## config.mk

```make
export PLATFORM = sky130hd
export DESIGN_NAME = mux_display
export DESIGN_NICKNAME = d
export VERILOG_FILES = /design/src/rtl/mux_display.sv
export SDC_FILE = /design/constraint.sdc
export NUM_CORES = 1
export LEC_CHECK = 0
export CORE_MARGIN = 1
export CORE_UTILIZATION = 38
export CTS_BUF_LIST = sky130_fd_sc_hd__clkbuf_4 sky130_fd_sc_hd__clkbuf_8
export CTS_CLUSTER_DIAMETER = 80
export CTS_CLUSTER_SIZE = 12
export DETAILED_ROUTE_END_ITERATION = 8
export DONT_BUFFER_PORTS = 1
export GPL_TIMING_DRIVEN = 0
export PLACE_DENSITY = 0.54
export SLEW_MARGIN = 20
export SYNTH_ARGS = -nofsm -noshare
export SYNTH_HDL_FRONTEND = slang
export SYNTH_SLANG_ARGS = --single-unit
```

## constraint.sdc

```tcl
create_clock -name mux_clock -period 4.4 [get_ports mux_clock]
set_input_delay 0.22 -clock mux_clock [delete_from_list [all_inputs] [get_ports mux_clock]]
set_output_delay 0.22 -clock mux_clock [all_outputs]
set_load 0.05 [all_outputs]
```

## src/rtl/mux_display.sv

```systemverilog
// mux_display: time-multiplexed driver for six active-low 7-segment digits.
// Scans s_lsd, s_msd, m_lsd, m_msd, h_lsd, h_msd onto one shared segment bus.
// Each slot opens with BLANK_CYCLES of all-off time, then drives one digit.
// The code is latched at DRIVE start and held until the slot ends.
// Optional feature macro: MUX_BLINK_EN adds mux_blink_mask and per-digit blinking
// with a half-period of BLINK_FRAMES frames.
module mux_display #(
    parameter int CLK_HZ       = 50000000,
    parameter int SCAN_HZ      = 1000,
    parameter int BLANK_CYCLES = 64,
    parameter int BLINK_FRAMES = 83
) (
    input  logic       mux_clock,
    input  logic       mux_reset,
    input  logic       mux_enable,
    input  logic [6:0] mux_s_lsd,
    input  logic [6:0] mux_s_msd,
    input  logic [6:0] mux_m_lsd,
    input  logic [6:0] mux_m_msd,
    input  logic [6:0] mux_h_lsd,
    input  logic [6:0] mux_h_msd,
    output logic [6:0] mux_seg,
    output logic [5:0] mux_an,
    output logic [2:0] mux_digit_idx,
    output logic       mux_frame_tick
`ifdef MUX_BLINK_EN
    ,
    input  logic [5:0] mux_blink_mask
`endif
);

    localparam int DIV   = CLK_HZ / SCAN_HZ;
    localparam int CNT_W = (DIV > 1) ? $clog2(DIV) : 1;
    localparam logic [CNT_W-1:0] CNT_LAST   = CNT_W'(DIV - 1);
    localparam logic [CNT_W-1:0] BLANK_LAST = CNT_W'(BLANK_CYCLES - 1);
    localparam logic [2:0]       IDX_LAST   = 3'd5;
    localparam logic [6:0]       SEG_OFF    = 7'h7F;
    localparam logic [5:0]       AN_OFF     = 6'h3F;

    // Reject illegal timing parameters at elaboration.
    if (BLANK_CYCLES < 1 || BLANK_CYCLES >= DIV || BLINK_FRAMES < 1) begin : g_bad_params
        $error("mux_display: need 1 <= BLANK_CYCLES < CLK_HZ/SCAN_HZ and BLINK_FRAMES >= 1");
    end

    typedef enum logic {
        BLANK = 1'b0,
        DRIVE = 1'b1
    } state_t;

    state_t           state, state_next;
    logic [CNT_W-1:0] cnt;
    logic [2:0]       idx;
    logic [6:0]       cur_code;
    logic [6:0]       seg_next;
    logic [5:0]       an_next;
    logic             slot_end;
    logic             blank_end;
    logic             frame_wrap;
    logic             blink_hold;

    assign slot_end      = (cnt == CNT_LAST);
    assign blank_end     = (cnt == BLANK_LAST);
    assign frame_wrap    = mux_enable && slot_end && (idx == IDX_LAST);
    assign mux_digit_idx = idx;

    // Select the input code for the digit owning the current slot.
    always_comb begin
        // NOTE: every combinational output gets a default first so no path
        // leaves it unassigned, which would otherwise infer a latch.
        cur_code = mux_s_lsd;
        case (idx)
            3'd1:    cur_code = mux_s_msd;
            3'd2:    cur_code = mux_m_lsd;
            3'd3:    cur_code = mux_m_msd;
            3'd4:    cur_code = mux_h_lsd;
            3'd5:    cur_code = mux_h_msd;
            default: cur_code = mux_s_lsd;
        endcase
    end

`ifdef MUX_BLINK_EN
    localparam int BF_W = (BLINK_FRAMES > 1) ? $clog2(BLINK_FRAMES) : 1;
    localparam logic [BF_W-1:0] BF_LAST = BF_W'(BLINK_FRAMES - 1);

    logic            blink_phase;
    logic [BF_W-1:0] blink_cnt;

    // Blink phase toggles after every BLINK_FRAMES frame wraps; disable clears it.
    always_ff @(posedge mux_clock or negedge mux_reset) begin
        if (!mux_reset) begin
            blink_phase <= 1'b0;
            blink_cnt   <= '0;
        end else if (!mux_enable) begin
            blink_phase <= 1'b0;
            blink_cnt   <= '0;
        end else if (frame_wrap) begin
            if (blink_cnt == BF_LAST) begin
                blink_cnt   <= '0;
                blink_phase <= ~blink_phase;
            end else begin
                blink_cnt <= blink_cnt + 1'b1;
            end
        end
    end

    assign blink_hold = blink_phase && mux_blink_mask[idx];
`else
    assign blink_hold = 1'b0;
`endif

    // Slot counter and digit index; disable parks the scan at slot 0, cycle 0.
    always_ff @(posedge mux_clock or negedge mux_reset) begin
        // NOTE: sequential state uses non-blocking assignments so every
        // register samples pre-edge values regardless of statement order.
        if (!mux_reset) begin
            cnt <= '0;
            idx <= '0;
        end else if (!mux_enable) begin
            cnt <= '0;
            idx <= '0;
        end else if (slot_end) begin
            cnt <= '0;
            idx <= (idx == IDX_LAST) ? 3'd0 : idx + 3'd1;
        end else begin
            cnt <= cnt + 1'b1;
        end
    end

    // FSM state register.
    always_ff @(posedge mux_clock or negedge mux_reset) begin
        if (!mux_reset) begin
            state <= BLANK;
        end else begin
            state <= state_next;
        end
    end

    // Next state and next registered outputs; bus goes dark on the same edge
    // the slot ends, so a new select never meets an old code.
    always_comb begin
        state_next = state;
        seg_next   = mux_seg;
        an_next    = mux_an;
        if (!mux_enable) begin
            state_next = BLANK;
            seg_next   = SEG_OFF;
            an_next    = AN_OFF;
        end else begin
            case (state)
                BLANK: begin
                    if (blank_end) begin
                        state_next = DRIVE;
                        seg_next   = cur_code;
                        an_next    = blink_hold ? AN_OFF : ~(6'b000001 << idx);
                    end
                end
                DRIVE: begin
                    if (slot_end) begin
                        state_next = BLANK;
                        seg_next   = SEG_OFF;
                        an_next    = AN_OFF;
                    end
                end
                default: begin
                    state_next = BLANK;
                    seg_next   = SEG_OFF;
                    an_next    = AN_OFF;
                end
            endcase
        end
    end

    // Registered segment bus, digit selects and frame pulse.
    always_ff @(posedge mux_clock or negedge mux_reset) begin
        if (!mux_reset) begin
            mux_seg        <= SEG_OFF;
            mux_an         <= AN_OFF;
            mux_frame_tick <= 1'b0;
        end else begin
            mux_seg        <= seg_next;
            mux_an         <= an_next;
            mux_frame_tick <= frame_wrap;
        end
    end

endmodule

```

======== After elaboration in Yosys (flattened, before gate mapping) ========
Index checks and enable logic that the tools add are counted.
cells by class
  add/sub/neg operators ................... 2
  multipliers ............................. 0
  div/mod/pow operators ................... 0
  magnitude comparators ................... 0
  equality and inequality tests ........... 10
  shifts and indexed selects .............. 1
  muxes and demuxes ....................... 18
  bitwise logic cells ..................... 2
  reduce and logical (&&, ||, !) cells .... 3
operators by type and width
  cell                                                    number
  one-hot mux 7 bit (5 select lines)                      1
  2-to-1 mux 16 bit                                       2
  2-to-1 mux 7 bit                                        3
  2-to-1 mux 6 bit                                        3
  adder 16 x 1 -> 16 bit (second input constant)          1
  equality test 16 bit (second input constant)            1
  equality test 16 x 6 -> 1 bit (second input constant)   1
  one-hot mux 7 bit (2 select lines)                      1
  one-hot mux 6 bit (2 select lines)                      1
  2-to-1 mux 3 bit                                        3
  equality test 3 x 2 -> 1 bit (second input constant)    2
  equality test 3 bit (second input constant)             2
  NOT 6 bit                                               1
  << shifter 1 x 3 -> 6 bit (first input constant)        1
  adder 3 x 1 -> 3 bit (second input constant)            1
  equality test 3 x 1 -> 1 bit (second input constant)    1
  2-to-1 mux 1 bit                                        3
  inequality test 3 x 2 -> 1 bit (second input constant)  1
  inequality test 3 bit (second input constant)           1
  logical AND 1 bit                                       2
  inequality test 2 x 1 -> 1 bit (second input constant)  1
  one-hot mux 1 bit (2 select lines)                      1
  AND reduction 2 bit                                     1
  NOT 1 bit                                               1
word-level totals
  flip-flop bits (word level) ............. 34
  latch bits .............................. 0
  RAM bits ................................ 0
  bits in read-only memories .............. 0
  bits of input ports ..................... 45
  output and inout bits ................... 17
  logic and storage cells ................. 42
  memories ................................ 0

======== Longest topological paths before layout ========
Gate-level depths: netlist (run 1).
  word-level depth ........................ 5
  depth in mapped cells ................... 8
  gate-level depth less buffers ........... 6

======== Worst setup path after synthesis (run 1) ========
Ideal clock, no wire load.
  kind .................................... reg-to-reg
  from .................................... register idx[2] (netlist: mux_digit_idx[2])
  to ...................................... register mux_seg[6]
  library setup time ...................... 0.075 ns
  arrival time ............................ 2.081 ns
  setup slack ............................. 2.244 ns
  cell stages (with the launch flop) ...... 9
  path buffers ............................ 2
  period minus slack after synthesis ...... 2.156 ns
  cell sequence ........................... dfrtp_1 > clkbuf_1 > inv_1 > ha_1 > buf_1 > a21oi_1 > nand2_1 > o211a_1 > a2bb2oi_1
on the way
  longest elaborated chain between the ends .. 5
  elaborated cells between the ends (all ways) .. 9
ends and longest elaborated chain
  item                                         RTL line  RTL
  start: declaration                           52        logic [2:0] idx;
  start signal: assignment                     123       idx <= (idx == IDX_LAST) ? 3'd0 : idx + 3'd1;
  equality test 3 bit (tied with other cells)  71        case (idx)
  one-hot mux 7 bit (5 select lines) (*)       71
  2-to-1 mux 7 bit (*)                         151       if (blank_end) begin
  one-hot mux 7 bit (2 select lines) (*)       149       case (state)
  2-to-1 mux 7 bit (*)                         144       if (!mux_enable) begin
  end signal: assignment                       180       mux_seg <= seg_next;
  end: declaration                             22        output logic [6:0] mux_seg,
Mark *: on every way between the ends. The rest lies on a longest branch, timed or not. The select of a mux whose other input is x is not followed.
A chain may end at the register's enable or synchronous reset.

======== Worst setup path in the final report (run 1) ========
Ends and elaborated chain as after synthesis.

==> reports/metrics.yaml, run 1 <==
status: "finished with violations"
violations: "design-rule violations"
yosysUniqueCellTypes: 41
core_sq_um: 4440
slew_headroom: 0.382
powerDensity_nw_per_um2: 325
wl_met3_um: 300
grtUsageTotal: 0.188
crit_path_top_delay_cell: "dfrtp_1"
grt_pass1_vias: 1434
crit_buf_inv: 3
met2WireLength_mm: 2.16
reg2reg_from: "mux_digit_idx[2]$_DFFE_PN0P_"
via_per_inst: 6.10
worst_ep_required_time_ps: 4610
vias: 1482
finalWirelength_mm: 4.48
dp_slack_ps: 1710
synth_edf_count: 0
cts_setup_buffers: 0
fin_ws_ps: 1650
placed_area_sq_um: 1850
synth_flop_cell: "dfrtp_1"
synth_compound_area_frac: 0.197
place_hpwl_mm: 3.23
internal_power_mw: 0.517
wl_per_cell_um: 18.4
path_class: "reg -> reg"
cts_max_level: 2
nFillCells: 430
worstSkewPairLatency_ps: 290
fin_nets: 237
rows: 24
antenna_left: 0
synth_warnings: 0
worstHoldEndpoint: "mux_seg[0]$_DFFE_PN1P_"
antenna_found_initial: 0
hold_viol: 0
syn_inst: 181
drc: 24
slew_viol_final: 0
p_sw_mw: 0.134
dieArea_sq_um: 4980
drive_gt1_frac: 0.136
r2r_cells: 8
fin_crit_sh: 0.626
clk_path_buf_depth: 2
comb_power_share: 0.039
design_area_sq_um: 2000
rsz0062_at_grt: "no"
fp.dieW_um: 70.6
die_h_um: 70.6
end_kind: "flop"
synthAdderAreaFrac: 0.0140
grt_max_degree: 35
p_sw_frac: 0.206
m1WireLength_mm: 1.85
fin_hold_ws_ps: 113
grt_pass1_wl_mm: 7.12
skew_ps: 14.7
synthMuxAreaShare: 0.00560
numPortBuffers: 0
syn_avg_cell_area_sq_um: 9.88
path_max_fanout: 10
tns_ps: 0
r2r_end: "mux_seg[6]$_DFFE_PN1P_"
worstHoldStart: "mux_s_lsd[0]"
reg2reg_setup_slack_ps: 1650
synth_top_family_by_area: "compound AO/OA/AOI/OAI gates"
cts.clk_slew.worst_paths_ps: 80
synth_seq_cells: 34
clockPowerShare: 0.472
clock_sinks: 34
area_delta_synth_final_pct: 12.0
tightest_slew_ps: 925
p_seq_frac: 0.489
start_util: 0.402
gp_congestion: 0.870
max_stage_delay_ps: 720
syn_area_sq_um: 1790
drtIter0Drc: 114
ios: 62
postLayoutCoreUtil: 0.451
synthArstFlopShare: 1.00
holdPathStages: 2
synth_xor_area_frac: 0.0735
cts-root-buf: "clkbuf_8"
ys_seq_area_frac: 0.485
syn_nets: 228
crit_chain: "clkbuf_1, inv_1, ha_1, buf_1, a21oi_1, nand2_1, o211a_1, a2bb2oi_1"
p_leak_nw: 0.781
cts_buffers: 5
worstPathArrival_ps: 2960
diodes: 0
cts_tree: "done"
post_cts_resized: 0
max_freq_mhz: 363
setup_viol: 0
ir_worst_vdd_mv: 0.171
routed.top_layer: "met4"
critPathLaunchType: "flop"
min-delay-path-class: "in -> reg"
synth-simple-area-share: 0.188
overflow: 0
firstDrtPassIters: 7
cp_top_family: "compound AO/OA/AOI/OAI gates"
max-cap-violations: 0
period_needed_ps: 2750
final cells by class:
| class | instances | area [sq um] | share of cell area |
|---|---|---|---|
| buffer | 12 | 51.3 | 0.0256 |
| sequential | 34 | 867 | 0.433 |
| clock inverter | 1 | 30.0 | 0.0150 |
| multi-input combinational | 131 | 855 | 0.427 |
| tap | 52 | 65.1 | 0.0325 |
| clock buffer | 7 | 90.1 | 0.0450 |
| timing repair buffer | 2 | 30.0 | 0.0150 |
| inverter | 4 | 15.0 | 0.00750 |
power by group through the flow:
stage / Combinational [mW] / Clock, mW / Sequential [mW]
floorplan: 0.0137 / 0 / 0.323
global placement: 0.0167 / 0 / 0.323
detailed placement: 0.0170 / 0 / 0.323
CTS: 0.0263 / 0.313 / 0.318
global route: 0.0293 / 0.330 / 0.318
finish: 0.0255 / 0.307 / 0.318
synth_stat cells, types with 2 or more instances:
master,n,area [sq um]
a21oi_1,7,35.0
nor2_1,21,78.8
nor2b_1,3,18.8
or3_1,3,18.8
xor2_1,6,52.6
a222oi_1,6,60.1
dfrtp_1,21,526
clkbuf_1,7,26.3
o21ai_0,7,35.0
xnor2_1,9,78.8
nor3_1,4,20.0
nand2_1,10,37.5
nor4_1,2,12.5
a2bb2oi_1,14,123
a22oi_1,6,45.0
nand3_1,8,40.0
and2_1,2,12.5
and3_1,3,18.8
inv_1,4,15.0
buf_1,2,7.51
dfstp_2,13,342
nor3b_1,3,22.5
ha_1,2,25.0
what timing repair did:
item / 4_1_cts / 5_1_grt
endpoints found under the hold margin: 34 / 0
setup endpoints to repair: 0 / 0
hold buffers: 2 / 0
worst register-to-register path, stage by stage, from the launching register on:
cell	delay [ps]
dfrtp_1	720
clkbuf_1	360
inv_1	180
ha_1	230
buf_1	220
a21oi_1	560
nand2_1	110
o211a_1	150
a2bb2oi_1	160
state kept, by name, indices dropped and copies added (netlist names):
register        cells
cnt                16
mux_seg             7
mux_an              6
mux_digit_idx       3
mux_frame_tick      1
state               1
routing by layer:
metal | GRT usage | vias to the layer above
li1 | - | 683
met1 | 0.230 | 713
met2 | 0.323 | 70
met3 | 0.0413 | 16
met4 | 0.0800 | 0
met5 | 0 | -
per-stage QoR:
step                      std cells  power [mW]
after floorplan                 181       0.336
after global placement          233       0.340
after detailed placement        233       0.340
after CTS                       243       0.657
after global routing            243       0.678
final                           243       0.651
kinds of logic after synthesis:
kind of cell / Yosys count
and+or+nand+nor: 66
AOI/OAI and AO/OA: 47
DFF: 34
buffers and inverters: 16
xor gates and xnor gates: 15
adders and majority gates: 2
muxes: 1
worst max path at each step:
stage / from / end / slack [ps] / cells past startpoint
floorplan: mux_digit_idx[2]$_DFFE_PN0P_ / mux_seg[6]$_DFFE_PN1P_ / 2240 / 8
global placement: mux_digit_idx[2]$_DFFE_PN0P_ / mux_seg[6]$_DFFE_PN1P_ / 1770 / 8
detailed placement: mux_digit_idx[2]$_DFFE_PN0P_ / mux_seg[6]$_DFFE_PN1P_ / 1710 / 8
CTS: mux_digit_idx[2]$_DFFE_PN0P_ / mux_seg[6]$_DFFE_PN1P_ / 1630 / 8
global route: mux_digit_idx[2]$_DFFE_PN0P_ / mux_seg[6]$_DFFE_PN1P_ / 1430 / 8
finish: mux_digit_idx[2]$_DFFE_PN0P_ / mux_seg[6]$_DFFE_PN1P_ / 1650 / 8
cells in the final DEF (no fill, tap or decap), types with 2 or more instances in the layout:
cell       Yosys  layout
buf_1          2       2
nor2b_1        3       3
xnor2_1        9       9
nor3_1         4       4
a21oi_1        7       7
nand3_1        8       8
xor2_1         6       6
clkbuf_8       0       6
dfstp_2       13      13
a2bb2oi_1     14      14
o21ai_0        7       7
nor3b_1        3       3
and3_1         3       3
dfrtp_1       21      21
nand2_1       10      10
inv_1          4       4
nor4_1         2       2
a22oi_1        6       6
and2_1         2       2
or3_1          3       3
nor2_1        21      21
a222oi_1       6       6
ha_1           2       2
clkbuf_1       7       7
Note: power is estimated with default switching activity, not from simulation.
==> inputs of run 2 (changes only) <==
- ABC_AREA: default -> 1
- clock period: 4.4 -> 2.61 ns (I/O delays scaled with it)
==> run 2 against run 1 <==
Against the previous run: critical path depth increased by 2; die area increased by 21%; the flow now finishes without violations; combinational power increased to 3.1 times the previous value; maximum frequency increased by 27%; clock skew decreased by 6.6 ps; flip-flop and latch count unchanged.
==> reports/metrics.yaml, run 2 <==
synth_top_cell_by_area: "dfrtp_1"  # unchanged
drc: 0  # was 24
min-delay-path-class: "in -> reg"  # unchanged
worstPathArrival_ps: 2390  # was 2960 ps
syn_inst: 303  # was 181
clk_path_buf_depth: 2  # unchanged
gp_congestion: 0.805  # was 0.870
cts-root-buf: "clkbuf_8"  # unchanged
worst_ep_required_time_ps: 2840  # was 4610 ps
ys_seq_area_frac: 0.398  # was 0.485
cts_setup_buffers: 0  # unchanged
diodes: 0  # unchanged
overflow: 0  # unchanged
synth_edf_count: 0  # unchanged
ir_worst_vdd_mv: 0.179  # was 0.171 mV
crit_chain: "inv_1, ha_1, buf_1, a21oi_2, nand4_1, nand2_1, clkinv_1, nand2_1, nand2_1, nand2_1"  # was clkbuf_1, inv_1, ha_1, buf_1, a21oi_1, nand2_1, o211a_1, a2bb2oi_1
p_leak_nw: 1.14  # was 0.781 nW
firstDrtPassIters: 4  # was 7
hold_viol: 0  # unchanged
synth_top_area_share: 0.241  # was 0.294
fp.dieW_um: 77.7  # was 70.6 um
rsz0062_at_grt: "no"  # unchanged
finalWirelength_mm: 5.17  # was 4.48 mm
syn_avg_cell_area_sq_um: 7.19  # was 9.88 sq um
cts_buffers: 5  # unchanged
dieArea_sq_um: 6040  # was 4980 sq um
synth_flop_cell: "dfrtp_1"  # unchanged
grt_pass1_vias: 1783  # was 1434
via_per_inst: 4.91  # was 6.10
cts.clk_slew.worst_paths_ps: 70  # was 80 ps
setup_viol: 0  # unchanged
crit_path_top_delay_cell: "dfrtp_1"  # unchanged
max-cap-violations: 0  # unchanged
synth_seq_cells: 34  # unchanged
synth.most_common_cell: "nand2_1"
grt_pass1_wl_mm: 8.77  # was 7.12 mm
drtIter0Drc: 60  # was 114
synth_warnings: 0  # unchanged
period_needed_ps: 2160  # was 2750 ps
top_register: "cnt"  # unchanged
largest_reg_flops: 16  # unchanged
end_kind: "flop"  # unchanged
grt_max_degree: 35  # unchanged
slew_viol_final: 0  # unchanged
nFillCells: 573  # was 430
grtUsageTotal: 0.188  # about the same
rows: 27  # was 24
vias: 1892  # was 1482
ios: 62  # unchanged
placed_area_sq_um: 2270  # was 1850 sq um
syn_nets: 350  # was 228
worstSkewPairLatency_ps: 280  # was 290 ps
path_class: "reg -> reg"  # unchanged
start_util: 0.395  # was 0.402
area_delta_synth_final_pct: 9.48  # was 12.0%
ff_latch_area_sq_um: 867  # unchanged
antenna_left: 0  # unchanged
fin_nets: 359  # was 237
design_area_sq_um: 2380  # was 2000 sq um
tns_ps: 0  # unchanged
skew_ps: 8.07  # was 14.7 ps
synth_area_leaders: "dfrtp_1, nand2_1, dfstp_2, nor2_1, nand3_1"  # was dfrtp_1, dfstp_2, a2bb2oi_1, nor2_1, xnor2_1
layout_common_cells: "nand2_1, nor2_1, nand3_1"  # was nor2_1, dfrtp_1, a2bb2oi_1
reg2reg_setup_slack_ps: 450  # was 1650 ps
path_max_fanout: 9  # was 10
place_hpwl_mm: 3.97  # was 3.23 mm
max_freq_mhz: 462  # was 363 MHz
top_regs: "cnt x16, mux_seg x7, mux_an x6"  # unchanged
yosys-top-cells-count: "nand2_1, nor2_1, nand3_1, inv_1, dfrtp_1"  # was dfrtp_1, nor2_1, a2bb2oi_1, dfstp_2, nand2_1
die_h_um: 77.7  # was 70.6 um
cts_tree: "done"  # unchanged
status: "completed"  # was finished with violations
cts_max_level: 2  # unchanged
clock_sinks: 34  # unchanged
multi_input_area_sq_um: 1110  # was 855 sq um
drive_gt1_frac: 0.166  # was 0.136
core_sq_um: 5510  # was 4440 sq um
fin_crit_sh: 0.829  # was 0.626
mostFrequentLayoutCell: "nand2_1"
tightest_slew_ps: 562  # was 925 ps
powerDensity_nw_per_um2: 462  # was 325 nW/um^2
synthArstFlopShare: 1.00  # unchanged
yosysUniqueCellTypes: 35  # was 41
syn_area_sq_um: 2180  # was 1790 sq um
critPathMostFrequentCell: "nand2_1"
wl_per_cell_um: 13.4  # was 18.4 um
max_stage_delay_ps: 700  # was 720 ps
numPortBuffers: 0  # unchanged
slew_headroom: 0.625  # was 0.382
antenna_found_initial: 0  # unchanged
critPathLaunchType: "flop"  # unchanged
[run 2: cell count changes in the layout (fill, tap and decap cells not counted), moves of 14 or more]
cell,delta
nor2_1,+22
a2bb2oi_1,-14
nand2_1,+88
nand3_1,+21
inv_1,+22
[run 2: layout make-up]
cell class,instances,area share
clock buffer,6,0.0320
tap,72,0.0378
clock inverter,2,0.00420
timing repair buffer,2,0.0126
multi-input combinational,230,0.466
buffer,7,0.0278
inverter,32,0.0556
sequential,34,0.364
[run 2: cell families after synthesis]
family	Yosys count	synth area share
DFF	34	0.398
adders and majority gates	2	0.0115
AOI/OAI and AO/OA	17	0.0546
buffers and inverters	39	0.0914
and+or+nand+nor	206	0.424
xor gates and xnor gates	5	0.0201
[run 2: timing repair]
item	4_1_cts	5_1_grt
endpoints found under the hold margin	34	0
hold buffers	2	0
gates resized for setup	0	0
[run 2: path summary, 6_finish.rpt]
| kind | endpoint | cells past startpoint | start |
|---|---|---|---|
| setup / recovery | mux_seg[3]$_DFFE_PN1P_ | 10 | mux_digit_idx[2]$_DFFE_PN0P_ |
| hold / removal | cnt[1]$_DFF_PN0_ | 2 | mux_enable |
| setup reg to reg | mux_seg[3]$_DFFE_PN1P_ | 10 | mux_digit_idx[2]$_DFFE_PN0P_ |
| hold reg to reg | cnt[0]$_DFF_PN0_ | 1 | cnt[0]$_DFF_PN0_ |
| max in group asynchronous | mux_seg[6]$_DFFE_PN1P_ | 2 | mux_reset |
| min in group asynchronous | cnt[8]$_DFF_PN0_ | 2 | mux_reset |
[run 2: power breakdown]
group          switching [mW]  internal (mW)
Sequential             0.0765          0.564
Combinational          0.0496         0.0305
Clock                   0.186          0.195
[run 2: per-layer routing]
layer / up-vias / track usage / routed length [um]
li1: 980 / - / -
met1: 844 / 0.259 / 2490
met2: 63 / 0.294 / 2340
met3: 5 / 0.0388 / 271
met4: 0 / 0.0585 / 64
met5: - / 0 / 0
[run 2: critical path: cells and delay by family (launching register included)]
family	cells	cell delay [ps]
flip-flops	1	700
buffers and inverters	3	480
AND/OR/NAND/NOR	5	370
adder cells (fa/ha/maj)	1	240
AO/OA/AOI/OAI	1	320
[run 2: metrics by stage]
stage | setup WS, ps | hold slack (ps) | instances | total power [mW] | utilization
3_3_place_gp | 477 | -164 | 375 | 0.716 | 0.412
4_1_cts | 440 | 82.9 | 385 | 1.12 | 0.433
5_1_grt | 220 | 125 | 385 | 1.15 | 0.433
3_5_place_dp | 469 | -164 | 375 | 0.717 | 0.412
2_1_floorplan | 754 | -165 | 303 | 0.702 | -
6_report | 446 | 91.0 | 385 | 1.10 | 0.433
